### src/rtl/shape_sfr_master.sv
`default_nettype none
// ============================================================================
// Module   : shape_sfr_master
// Purpose  : Turns upstream shape/operation commands into SFR writes towards
//            a shape processor. Optionally verifies each write by reading the
//            register back, retrying a bounded number of times on mismatch.
//            Reports one completion status per command.
// Revision : 1.0 - initial release
// ----------------------------------------------------------------------------
// Parameters
//   MAX_RETRIES   retries after a readback mismatch (0..7)
//   READBACK_EN   1 = verify each write by readback, 0 = skip readback
// Compile-time option
//   SHAPE_SFR_MASTER_LEGAL_CHECK_EN  when defined, illegal shape/operation
//                 commands are answered with ILLEGAL without any bus access
// Ports
//   clk, rst                  clock, synchronous active-high reset
//   cmd_valid/cmd_ready       command handshake
//   cmd_shape[1:0]            01 rectangle, 10 triangle
//   cmd_operation[4:0]        00000, 00001, 01000, 10000, 10001 legal
//   write, write_data[31:0]   SFR write strobe and word
//   read, read_data[31:0]     SFR read strobe, word valid the cycle after read
//   error                     bus error, valid the cycle after a strobe
//   resp_valid/resp_ready     completion handshake
//   resp_status[1:0]          00 OK, 01 BUS_ERROR, 10 MISMATCH, 11 ILLEGAL
//   resp_attempts[2:0]        write attempts used for the command
// ============================================================================
module shape_sfr_master #(
   parameter int MAX_RETRIES = 2,
   parameter int READBACK_EN = 1
) (
   input  logic        clk,
   input  logic        rst,
   input  logic        cmd_valid,
   output logic        cmd_ready,
   input  logic [1:0]  cmd_shape,
   input  logic [4:0]  cmd_operation,
   output logic        write,
   output logic [31:0] write_data,
   output logic        read,
   input  logic [31:0] read_data,
   input  logic        error,
   output logic        resp_valid,
   input  logic        resp_ready,
   output logic [1:0]  resp_status,
   output logic [2:0]  resp_attempts
);

   localparam logic [1:0] STATUS_OK       = 2'b00;
   localparam logic [1:0] STATUS_BUS_ERR  = 2'b01;
   localparam logic [1:0] STATUS_MISMATCH = 2'b10;
`ifdef SHAPE_SFR_MASTER_LEGAL_CHECK_EN
   localparam logic [1:0] STATUS_ILLEGAL  = 2'b11;
`endif

   localparam logic [2:0] MAX_RETRY_CNT = 3'(MAX_RETRIES);
   localparam logic [2:0] ATTEMPT_SAT   = 3'd7;

   typedef enum logic [2:0] {
      IDLE   = 3'd0,
      WR     = 3'd1,
      WR_RSP = 3'd2,
      RD     = 3'd3,
      RD_RSP = 3'd4,
      RESP   = 3'd5
   } state_t;

   state_t state;

   // SFR word layout: shape in [17:16], operation in [4:0]
   logic [31:0] cmd_word;
   assign cmd_word = {14'b0, cmd_shape, 11'b0, cmd_operation};

`ifdef SHAPE_SFR_MASTER_LEGAL_CHECK_EN
   logic cmd_legal;
   always_comb begin
      cmd_legal = 1'b0;
      if ((cmd_shape == 2'b01) || (cmd_shape == 2'b10)) begin
         case (cmd_operation)
            5'b00000, 5'b00001, 5'b01000, 5'b10000, 5'b10001: cmd_legal = 1'b1;
            default:                                          cmd_legal = 1'b0;
         endcase
      end
   end
`endif

   // A retry is allowed only while the counter has room to count it; with
   // MAX_RETRIES=7 the saturated counter would otherwise retry forever.
   logic retry_ok;
   assign retry_ok = (resp_attempts <= MAX_RETRY_CNT) && (resp_attempts != ATTEMPT_SAT);

   // resp_attempts doubles as the live attempt counter: it is cleared on
   // accept and not touched while a response is pending.
   always_ff @(posedge clk) begin
      if (rst) begin
         state         <= IDLE;
         cmd_ready     <= 1'b0;
         write         <= 1'b0;
         read          <= 1'b0;
         write_data    <= 32'h0;
         resp_valid    <= 1'b0;
         resp_status   <= STATUS_OK;
         resp_attempts <= 3'd0;
      end else begin
         // strobes are single-cycle pulses unless re-armed below
         write <= 1'b0;
         read  <= 1'b0;
         case (state)
            IDLE: begin
               cmd_ready <= 1'b1;
               if (cmd_valid && cmd_ready) begin
                  cmd_ready     <= 1'b0;
                  write_data    <= cmd_word;
                  resp_attempts <= 3'd0;
`ifdef SHAPE_SFR_MASTER_LEGAL_CHECK_EN
                  if (!cmd_legal) begin
                     state       <= RESP;
                     resp_valid  <= 1'b1;
                     resp_status <= STATUS_ILLEGAL;
                  end else begin
                     state <= WR;
                     write <= 1'b1;
                  end
`else
                  state <= WR;
                  write <= 1'b1;
`endif
               end
            end

            WR: begin
               state <= WR_RSP;
               if (resp_attempts != ATTEMPT_SAT) begin
                  resp_attempts <= resp_attempts + 3'd1;
               end
            end

            WR_RSP: begin
               if (error) begin
                  state       <= RESP;
                  resp_valid  <= 1'b1;
                  resp_status <= STATUS_BUS_ERR;
               end else if (READBACK_EN != 0) begin
                  state <= RD;
                  read  <= 1'b1;
               end else begin
                  state       <= RESP;
                  resp_valid  <= 1'b1;
                  resp_status <= STATUS_OK;
               end
            end

            RD: begin
               state <= RD_RSP;
            end

            RD_RSP: begin
               if (error) begin
                  state       <= RESP;
                  resp_valid  <= 1'b1;
                  resp_status <= STATUS_BUS_ERR;
               end else if (read_data == write_data) begin
                  state       <= RESP;
                  resp_valid  <= 1'b1;
                  resp_status <= STATUS_OK;
               end else if (retry_ok) begin
                  // RD_RSP is the quiet cycle separating read from write
                  state <= WR;
                  write <= 1'b1;
               end else begin
                  state       <= RESP;
                  resp_valid  <= 1'b1;
                  resp_status <= STATUS_MISMATCH;
               end
            end

            RESP: begin
               if (resp_ready) begin
                  state      <= IDLE;
                  resp_valid <= 1'b0;
                  cmd_ready  <= 1'b1;
               end
            end

            default: begin
               state <= IDLE;
            end
         endcase
      end
   end

endmodule
`default_nettype wire

### config.mk
export PLATFORM = sky130hd
export DESIGN_NAME = shape_sfr_master
export DESIGN_NICKNAME = d
export VERILOG_FILES = /design/src/rtl/shape_sfr_master.sv
export SDC_FILE = /design/constraint.sdc
export NUM_CORES = 1
export LEC_CHECK = 0
export ABC_AREA = 1
export BUFFER_PORTS_ARGS = -buffer_cell sky130_fd_sc_hd__buf_2
export CAP_MARGIN = 20
export CORE_MARGIN = 3
export CORE_UTILIZATION = 44
export CTS_CLUSTER_DIAMETER = 50
export DETAILED_ROUTE_END_ITERATION = 10
export PLACE_DENSITY = 0.85
export SYNTH_ARGS = -nofsm -noshare
export SYNTH_HDL_FRONTEND = slang
export SYNTH_SLANG_ARGS = --single-unit
### constraint.sdc
create_clock -name clk -period 2.39 [get_ports clk]
set_clock_uncertainty 0.1 [all_clocks]
set_input_delay 0.478 -clock clk [delete_from_list [all_inputs] [get_ports clk]]
set_output_delay 0.478 -clock clk [all_outputs]
set_load 0.03 [all_outputs]
==> out/results.ini <==
[final_layout]
area_growth_pct = 20.6
diodes = 0
drive_above_1_share_pct = 25.8
layout.nets = 300
n_fill_cell = 266

[pwr]
p_leak_nw = 0.840
power.density_nw_per_um2 = 682
ir_drop_mv = 0.612
p_total_mw = 1.01

[timing]
rsz0062_at_grt = false
hold_violations = 0
timing.fmax_mhz = 587
setup_viol_count_final = 0
fin_tns_setup_ns = 0
drv_slew = 0
worst_slack_ns = 0.688
layout_min_cycle_time_ns = 1.70
timing.final.crit_share_pct = 71.2

[worst_setup_path]
cp.arrival_ns = 1.81
startpoint_type = register
reg2regPathDepth = 8
crit_path_frequent_cell = nand2_1
end_kind = register
worst-path-buf-inv = 0
critPathMaxStageDelay_ns = 0.36
path_max_fanout = 5
cp_slowest_cell = dfxtp_1
cp.depth = 8
path_delay_family = simple AND/OR/NAND/NOR gates
crit_type = register to register
required_ns = 2.49
crit_chain = ha_1 > ha_1 > nor4_1 > nand3_1 > nand2_1 > nand2_1 > nand2_1 > nor2_1

[floorplan]
coreArea_um2 = 2570
die-area_um2 = 3450
dieHeight_um = 58.8
start_util_pct = 47.7
rows = 18
ios = 85
fp.dieW_um = 58.8

[cts]
hold_buffers = 0
clock_sinks = 19
cts-root-buf = clkbuf_4
h-tree-depth = 1
post-cts-setup-buffers = 0
cts_tree = built
cts_resized = 0
worstSkewPairLatency_ns = 0.30
clk_path_buf_depth = 2
numCtsBuffers = 3
cts.clk_slew.worst_paths_ns = 0.10

[yosys]
ys_seq_area_share_pct = 31.1
avgSynthCellArea_um2 = 6.38
syn_area_um2 = 1220
synthTopCellsByArea = dfxtp_1 (31%), buf_4 (15%), nand2_1 (13%)
synth_largest_type_area_fraction_pct = 31.1
synth_top_area_cell = dfxtp_1
synth-seq-cells = 19
yosysWarnings = 0
synthCells = 192
ys_types = 23

[hold_path]
hp-class = input pin to register
min_delay_path_depth = 3

[placement]
gp_congestion = 0.745
dpl.hpwl_um = 2180
io_buffers = 59
pre_cts_ws_ns = 0.670

[run]
cap_violations = 0

[outcome]
status = finished clean

[global_route]
grt-ovfl-total = 0
grt_usage_pct = 14.2
grt_max_degree = 14
grt_pass1_vias = 997
grt_pass1_wl_um = 3880
antenna_found_initial = 0

[route]
drt_iter0_markers = 30
drt_wl_total_um = 2610
first_pass_iters = 4
drcViolationCount = 0
wl_per_cell_um = 9.24
via_per_inst = 4.35
vias = 1228
ant_nets = 0

==> area by class of cell <==
cell class | count | area [um2] | area share [%]
repair buffers | 59 | 295 | 20.0
well taps | 30 | 37.5 | 2.54
inverters | 24 | 90.1 | 6.10
multi-input cells | 146 | 648 | 43.9
clock buffers | 4 | 26.3 | 1.78
flip-flops and latches | 19 | 380 | 25.7
==> worst register-to-register path, delay by kind of cell (launching register included) <==
family        cells  cell delay (ns)
flops             1             0.36
simple gates      6             0.77
fa+ha+maj         2             0.38
==> state kept, by name (all words and copies together) (netlist names) <==
register       flops
read               1
state              3
resp_valid         1
cmd_ready          1
resp_attempts      3
resp_status        2
write_data         7
write              1
==> where the power goes <==
part | total (mW) | internal [mW] | leakage, nW | switching (mW)
Clock | 0.160 | 0.0651 | 0.0150 | 0.0950
Combinational | 0.435 | 0.132 | 0.669 | 0.303
Sequential | 0.413 | 0.373 | 0.155 | 0.0400
==> cells by family (layout without fill, tap and decap cells) <==
group	count (synthesis)	after routing	share of synthesized area (%)
compound gates	26	26	11.0
fa+ha+maj	3	3	3.06
xor+xnor	2	2	1.43
simple gates	90	90	29.7
buf+inv	51	87	23.4
other cells	1	25	0.306
flops	19	19	31.1
==> worst paths after layout <==
check	startpoint	to	slack, ns
hold / removal	cmd_operation[0]	write_data[0]	0.30
hold reg to reg	resp_valid	resp_valid	0.35
setup / recovery	resp_attempts[1]	resp_status[1]	0.69
setup reg to reg	resp_attempts[1]	resp_status[1]	0.69
==> cells in the mapped netlist, drive strengths merged <==
master  instances
o211ai          1
conb            1
ha              3
nor3            2
nand2          41
xnor2           2
nand3           5
and3            1
a211oi          1
o21ai          12
clkbuf          1
or2             2
nor2           38
nor4            1
inv            24
dfxtp          19
a21oi          12
buf            26
==> cells in the final DEF (no fill, tap or decap) <==
cell type	netlist	final
buf_2	1	59
nand2_1	41	41
nor2_1	37	37
conb_1	1	25
inv_1	23	23
dfxtp_1	19	19
o21ai_0	12	12
a21oi_1	12	12
nand3_1	5	5
ha_1	3	3
clkbuf_4	0	3
xnor2_1	2	2
inv_2	1	1
nor2_2	1	1
nor4_1	1	1
nor3_1	1	1
nor3_2	1	1
or2_1	1	1
and3_1	1	1
o211ai_1	1	1
a211oi_1	1	1
or2_0	1	1
clkbuf_1	1	1
==> through the flow <==
stage	cells	area, um2	util [%]	hold slack (ns)
after floorplan	216	1320	-	0.434
after global placement	278	1450	56.5	0.332
after detailed placement	278	1450	56.5	0.334
after CTS	282	1480	57.6	0.295
after global routing	282	1480	57.6	0.299
final	282	1480	57.6	0.299
==> routing by layer <==
| metal | part of all wire [%] | up-vias | GRT usage [%] |
|---|---|---|---|
| met5 | 0 | - | 0 |
| met4 | 0.96 | 0 | 3.88 |
| met3 | 14 | 4 | 5.04 |
| met2 | 46 | 55 | 24.8 |
| met1 | 39 | 505 | 16.4 |
| li1 | - | 664 | - |
Note: power is estimated with default switching activity, not from simulation.
